[config.mk]
export PLATFORM = sky130hd
export DESIGN_NAME = ppa_sub_7_flat
export DESIGN_NICKNAME = d
export VERILOG_FILES = /design/src/rtl/ppa_sub_7_if.sv /design/src/rtl/ppa_sub_7.sv /design/src/flat_wrapper.sv
export SDC_FILE = /design/constraint.sdc
export NUM_CORES = 1
export LEC_CHECK = 0
export ABC_AREA = 1
export BUFFER_PORTS_ARGS = -buffer_cell sky130_fd_sc_hd__buf_2
export CAP_MARGIN = 20
export CELL_PAD_IN_SITES_DETAIL_PLACEMENT = 1
export CELL_PAD_IN_SITES_GLOBAL_PLACEMENT = 2
export CORE_MARGIN = 5
export CORE_UTILIZATION = 30
export CTS_CLUSTER_DIAMETER = 40
export DETAILED_ROUTE_END_ITERATION = 10
export PLACE_DENSITY = 0.73
export SYNTH_ARGS = -nofsm -noshare
export SYNTH_HDL_FRONTEND = slang
export SYNTH_SLANG_ARGS = --single-unit
export TNS_END_PERCENT = 5
[constraint.sdc]
create_clock -name clk -period 1.38 [get_ports clk]
set_input_delay 0.276 -clock clk [delete_from_list [all_inputs] [get_ports clk]]
set_output_delay 0.276 -clock clk [all_outputs]
set_load 0.02 [all_outputs]
[src/rtl/ppa_sub_7_if.sv]
// Handshake/data bundle for the ppa_sub_7 pipelined subtractor.
// The master drives operands and out_ready. The slave (the subtractor) drives
// in_ready and the registered result fields.
//   in_valid/in_ready/a/b/bin          : operand channel
//   out_valid/out_ready/d/bout/zero/ovf : result channel
interface ppa_sub_7_if #(
  parameter int unsigned WIDTH = 7
) ();
  logic             in_valid;
  logic             in_ready;
  logic [WIDTH-1:0] a;
  logic [WIDTH-1:0] b;
  logic             bin;
  logic             out_valid;
  logic             out_ready;
  logic [WIDTH-1:0] d;
  logic             bout;
  logic             zero;
  logic             ovf;

  modport master (
    output in_valid, a, b, bin, out_ready,
    input  in_ready, out_valid, d, bout, zero, ovf
  );

  modport slave (
    input  in_valid, a, b, bin, out_ready,
    output in_ready, out_valid, d, bout, zero, ovf
  );
endinterface

[src/rtl/ppa_sub_7.sv]
// Two-stage pipelined subtractor: d = (a - b - bin) mod 2^WIDTH.
// The borrow chain is a Kogge-Stone prefix tree over (a, ~b) with carry-in ~bin.
// Stage 1 registers bitwise p/g and the first prefix level. Stage 2 finishes the
// tree and registers d, bout, zero and ovf.
// Ports:
//   clk : clock, rising edge
//   rst : synchronous active-high reset; empties both stages
//   bus : ppa_sub_7_if slave (operand and result valid/ready channels)
module ppa_sub_7 #(
  parameter int unsigned WIDTH = 7
) (
  input  logic         clk,
  input  logic         rst,
  ppa_sub_7_if.slave   bus
);

  // The carry-in sits at extended index 0, so bit j of the operands is index j+1.
  localparam int unsigned W1 = WIDTH + 1;

  // One Kogge-Stone level: combine each node with the node `span` positions below.
  function automatic logic [2*W1-1:0] ks_level(input logic [W1-1:0] g,
                                               input logic [W1-1:0] p,
                                               input int unsigned   span);
    logic [W1-1:0] g_n;
    logic [W1-1:0] p_n;
    g_n = g;
    p_n = p;
    for (int unsigned i = span; i < W1; i++) begin
      g_n[i] = g[i] | (p[i] & g[i-span]);
      p_n[i] = p[i] & p[i-span];
    end
    return {g_n, p_n};
  endfunction

  logic s1_valid_q, s2_valid_q;
  logic s2_load, s1_load;
  logic in_ready;

  // Stage 1 state.
  logic [WIDTH-1:0] s1_p_q,  s1_p_d;
  logic [W1-1:0]    s1_g_q,  s1_g_d;
  logic [W1-1:0]    s1_pp_q, s1_pp_d;
  logic             s1_a_msb_q, s1_b_msb_q;

  // Stage 2 state.
  logic [WIDTH-1:0] s2_d_q,    s2_d_d;
  logic             s2_bout_q, s2_bout_d;
  logic             s2_zero_q, s2_zero_d;
  logic             s2_ovf_q,  s2_ovf_d;

  // Handshake / advance control.
  always_comb begin
    s2_load  = s1_valid_q & (~s2_valid_q | bus.out_ready);
    in_ready = ~s1_valid_q | s2_load;
    s1_load  = bus.in_valid & in_ready;
  end

  // Stage 1: bitwise propagate/generate on a and ~b, then the span-1 prefix level.
  always_comb begin
    logic [W1-1:0]   g_ext;
    logic [W1-1:0]   p_ext;
    logic [2*W1-1:0] lvl;
    s1_p_d = bus.a ^ ~bus.b;
    g_ext  = {bus.a & ~bus.b, ~bus.bin};
    // Carry-in node has no propagate, so groups reaching it are fully resolved.
    p_ext  = {s1_p_d, 1'b0};
    lvl     = ks_level(g_ext, p_ext, 1);
    s1_g_d  = lvl[2*W1-1:W1];
    s1_pp_d = lvl[W1-1:0];
  end

  // Stage 2: remaining prefix levels, sum and flags.
  always_comb begin
    logic [W1-1:0]   g_cur;
    logic [W1-1:0]   p_cur;
    logic [2*W1-1:0] lvl;
    g_cur = s1_g_q;
    p_cur = s1_pp_q;
    for (int unsigned span = 2; span < W1; span = span * 2) begin
      lvl   = ks_level(g_cur, p_cur, span);
      g_cur = lvl[2*W1-1:W1];
      p_cur = lvl[W1-1:0];
    end
    // g_cur[j] is the carry into operand bit j; g_cur[WIDTH] is the carry-out.
    s2_d_d    = s1_p_q ^ g_cur[WIDTH-1:0];
    s2_bout_d = ~g_cur[WIDTH];
    s2_zero_d = (s2_d_d == '0);
    s2_ovf_d  = (s1_a_msb_q != s1_b_msb_q) && (s2_d_d[WIDTH-1] != s1_a_msb_q);
  end

  always_ff @(posedge clk) begin
    if (rst) begin
      s1_valid_q <= 1'b0;
    end else if (s1_load) begin
      s1_valid_q <= 1'b1;
    end else if (s2_load) begin
      s1_valid_q <= 1'b0;
    end
  end

  always_ff @(posedge clk) begin
    if (s1_load) begin
      s1_p_q     <= s1_p_d;
      s1_g_q     <= s1_g_d;
      s1_pp_q    <= s1_pp_d;
      s1_a_msb_q <= bus.a[WIDTH-1];
      s1_b_msb_q <= bus.b[WIDTH-1];
    end
  end

  always_ff @(posedge clk) begin
    if (rst) begin
      s2_valid_q <= 1'b0;
      s2_d_q     <= '0;
      s2_bout_q  <= 1'b0;
      s2_zero_q  <= 1'b0;
      s2_ovf_q   <= 1'b0;
    end else if (s2_load) begin
      s2_valid_q <= 1'b1;
      s2_d_q     <= s2_d_d;
      s2_bout_q  <= s2_bout_d;
      s2_zero_q  <= s2_zero_d;
      s2_ovf_q   <= s2_ovf_d;
    end else if (bus.out_ready) begin
      s2_valid_q <= 1'b0;
    end
  end

  assign bus.in_ready  = in_ready;
  assign bus.out_valid = s2_valid_q;
  assign bus.d         = s2_d_q;
  assign bus.bout      = s2_bout_q;
  assign bus.zero      = s2_zero_q;
  assign bus.ovf       = s2_ovf_q;

endmodule

[src/flat_wrapper.sv]
// flat-port wrapper written by rule: the top's interface ports become plain ports
module ppa_sub_7_flat 
#(
  parameter int unsigned WIDTH = 7
)
  (clk, rst, bus_in_valid, bus_a, bus_b, bus_bin, bus_out_ready, bus_in_ready, bus_out_valid, bus_d, bus_bout, bus_zero, bus_ovf);
  ppa_sub_7_if #(.WIDTH(WIDTH)) bus_i ();
  input  logic clk;
  input  logic rst;
  input wire logic [$bits(bus_i.in_valid)-1:0] bus_in_valid;
  input wire logic [$bits(bus_i.a)-1:0] bus_a;
  input wire logic [$bits(bus_i.b)-1:0] bus_b;
  input wire logic [$bits(bus_i.bin)-1:0] bus_bin;
  input wire logic [$bits(bus_i.out_ready)-1:0] bus_out_ready;
  output wire logic [$bits(bus_i.in_ready)-1:0] bus_in_ready;
  output wire logic [$bits(bus_i.out_valid)-1:0] bus_out_valid;
  output wire logic [$bits(bus_i.d)-1:0] bus_d;
  output wire logic [$bits(bus_i.bout)-1:0] bus_bout;
  output wire logic [$bits(bus_i.zero)-1:0] bus_zero;
  output wire logic [$bits(bus_i.ovf)-1:0] bus_ovf;
  assign bus_i.in_valid = bus_in_valid;
  assign bus_i.a = bus_a;
  assign bus_i.b = bus_b;
  assign bus_i.bin = bus_bin;
  assign bus_i.out_ready = bus_out_ready;
  assign bus_in_ready = bus_i.in_ready;
  assign bus_out_valid = bus_i.out_valid;
  assign bus_d = bus_i.d;
  assign bus_bout = bus_i.bout;
  assign bus_zero = bus_i.zero;
  assign bus_ovf = bus_i.ovf;
  ppa_sub_7 #(.WIDTH(WIDTH)) u_core (.clk(clk), .rst(rst), .bus(bus_i));
endmodule
==> metrics.txt <==
Crit. End Element=output port; Worst Setup EP=bus_in_ready; DRC viols=0; power share of the combinational group=15.1%; io pins=31; register share of total power=54.6%; GPL Wtd Cong=0.704; DRT antenna net count=0; Synth Area in Simple Gates=19.1%; clock group share of total power=30.3%; Post-synth EDFFs=23; Initial DRC Count=43; average size of a mapped cell=9.59 µm²; FFs w/ async S/R, synth=0%; Max FO, Critical Path=4; post-cts resize count=0; Reg-to-Reg End=u_core.bus.d[5]$_SDFFE_PP0P_; Setup Skew=5.54 ps; post-CTS setup buffers=0; worst min-delay path category=primary input to flop; top cells by area, synth=edfxtp_1, dfxtp_1, nand2_1, inv_1, ha_1; Max-cap violations=0; post-DR wirelength/cell=11.4 µm; Net Sw Power=597 µW; status=complete, no violations; mux contribution to synthesized area=0%; die height=83.1 µm; area growth from synthesis to layout=23.7%; via count=1184; post-synth net total=193; CTS clk-pin slew, worst paths=70 ps; Final Max Slew Viols=0; Arrival @ worst endpoint=960 ps; CTS max path bufs=2; FF+latch count, synth=35; Die Wd=83.1 µm; initial antenna violation count=0; Critical Path Start Type=flop; CTS sink cnt=35; pin count of the biggest net entering global routing=24; DRT Pass-1 Iters=3; RR Startpoint=u_core.s1_g_q[1]$_DFFE_PP_; Final setup viols=0; most frequent cells in the layout=nand2_1, inv_1, buf_2; crit path kind=flop to output port; Post-Synth XOR/XNOR Area=1.09%; min cycle time layout=1240 ps; Hold Buf Count CTS=0; power per cell area=1160 nW/µm²; P_leak=0.984 nW; core box area=5140 µm²; TritonCTS buffer count=5; grt ovf=0; CTS tree=built; Slew HR=83.0%; clock root cell=clkbuf_8; setup TNS=0 ps; main combinational cell family by area after synthesis=simple AND/OR/NAND/NOR gates; Sw Share=26.1%; Initial Utilization=31.2%; Pwr Total=2.29 mW; Worst-Margin Slew=254 ps; Synth area leader=edfxtp_1; critical path data required time=1100 ps; cells after synthesis=167; ANT cells=0; library cells used by synthesis=20; synthesized-area fraction occupied by adder cells=5.47%; die area=6900 µm²; synth warn=0; Worst VDD drop=0.310 mV; most common cell after layout, fill and taps aside=nand2_1; first-pass GRT wire length=5530 µm; post-synth top area share=43.1%; crit share post-route=89.8%; drt total wl=3170 µm; Post-Syn Area=1600 µm²; Max Freq=807 MHz; ys flop type=edfxtp_1; final net count=234; hold depth=1; Cell Rows=26; post-DP HPWL=2540 µm; sequential share of the synthesized area=58.1%; Int Power=1.69 mW; H-tree depth=2; flop-to-flop setup slack=170 ps; Setup crit start=u_core.bus.out_valid$_SDFFE_PP0P_; vias per inst=4.24; vias in the first global route=1284; worst reg2reg path depth=9; Worst-Skew Late Latency=290 ps; Tot GR Track Use=9.87%; endpoints failing hold=0; number of port buffers=30; Synth Area in Compound Gates=7.27%; share of post-route cells with drive strength above 1=26.3%; RSZ-0062 raised after global routing=no
-- cells by family (layout without fill, tap and decap cells) --
group / count (synthesis) / in the layout
buffers and inverters: 37 / 79
and+or+nand+nor: 67 / 67
DFF: 35 / 35
adders and majority gates: 7 / 7
xor gates and xnor gates: 2 / 2
AOI/OAI and AO/OA: 19 / 19
-- cell usage after synthesis (2+ instances only) --
cell type and n:
nand4_1 2, nor2_1 9, nand2_2 8, a21oi_1 8
nand3b_1 4, nand3_1 6, o21ai_0 6, edfxtp_1 23
inv_1 35, nand2_1 37, ha_1 7, a21o_1 2
dfxtp_1 12, o211ai_1 2
-- critical path: stages (launching register included) --
cell	delay (ps)
dfxtp_2	400
nand3_4	100
buf_2	170
-- worst min-delay path by stage --
stage / start / end / slack (ps)
CTS: bus_b[6] / u_core.s1_b_msb_q$_DFFE_PP_ / 170
finish: bus_b[6] / u_core.s1_b_msb_q$_DFFE_PP_ / 190
global route: bus_b[6] / u_core.s1_b_msb_q$_DFFE_PP_ / 180
floorplan: rst / u_core.bus.out_valid$_SDFFE_PP0P_ / 340
global placement: u_core.bus.zero$_SDFFE_PP0P_ / u_core.bus.zero$_SDFFE_PP0P_ / 460
detailed placement: u_core.bus.zero$_SDFFE_PP0P_ / u_core.bus.zero$_SDFFE_PP0P_ / 470
-- power by group through the flow --
stage | registers [mW] | clock network [mW] | logic, mW
floorplan | 1.29 | 0 | 0.201
CTS | 1.25 | 0.725 | 0.350
finish | 1.25 | 0.694 | 0.346
detailed placement | 1.28 | 0 | 0.349
global route | 1.26 | 0.756 | 0.395
global placement | 1.27 | 0 | 0.336
-- cell type report --
class,instances,area [µm²]
inverters,36,139
clock buffers,6,72.6
well taps,70,87.6
multi-input cells,95,543
flip-flops and latches,35,932
repair buffers,35,200
fillers,636,3160
clock inverters,2,7.51
-- routing by layer --
metal | share of wire, % | vias up | routed length [µm] | global-route usage [%]
met3 | 6.2 | 6 | 197 | 4.36
met5 | 0 | - | 0 | 0
li1 | - | 614 | - | -
met1 | 43 | 538 | 1380 | 10.3
met4 | 2.0 | 0 | 63 | 4.46
met2 | 48 | 26 | 1530 | 17.0
-- state kept, by name (all words and copies together), names as in the netlist, 6 cells and up --
name            count
u_core.bus.d        7
u_core.s1_g_q       8
u_core.s1_p_q       7
u_core.s1_pp_q      6
-- metrics by stage --
stage	area [µm²]	hold slack (ps)	setup slack [ps]	utilization, %	std cells
finish	1980	187	141	38.6	279
global route	1980	176	43.2	38.6	279
CTS	1970	171	118	38.3	277
detailed placement	1890	469	84.7	36.7	269
global placement	1890	462	97.6	36.7	269
floorplan	1620	338	20.5	-	167
(Power assumes the default switching activity.)
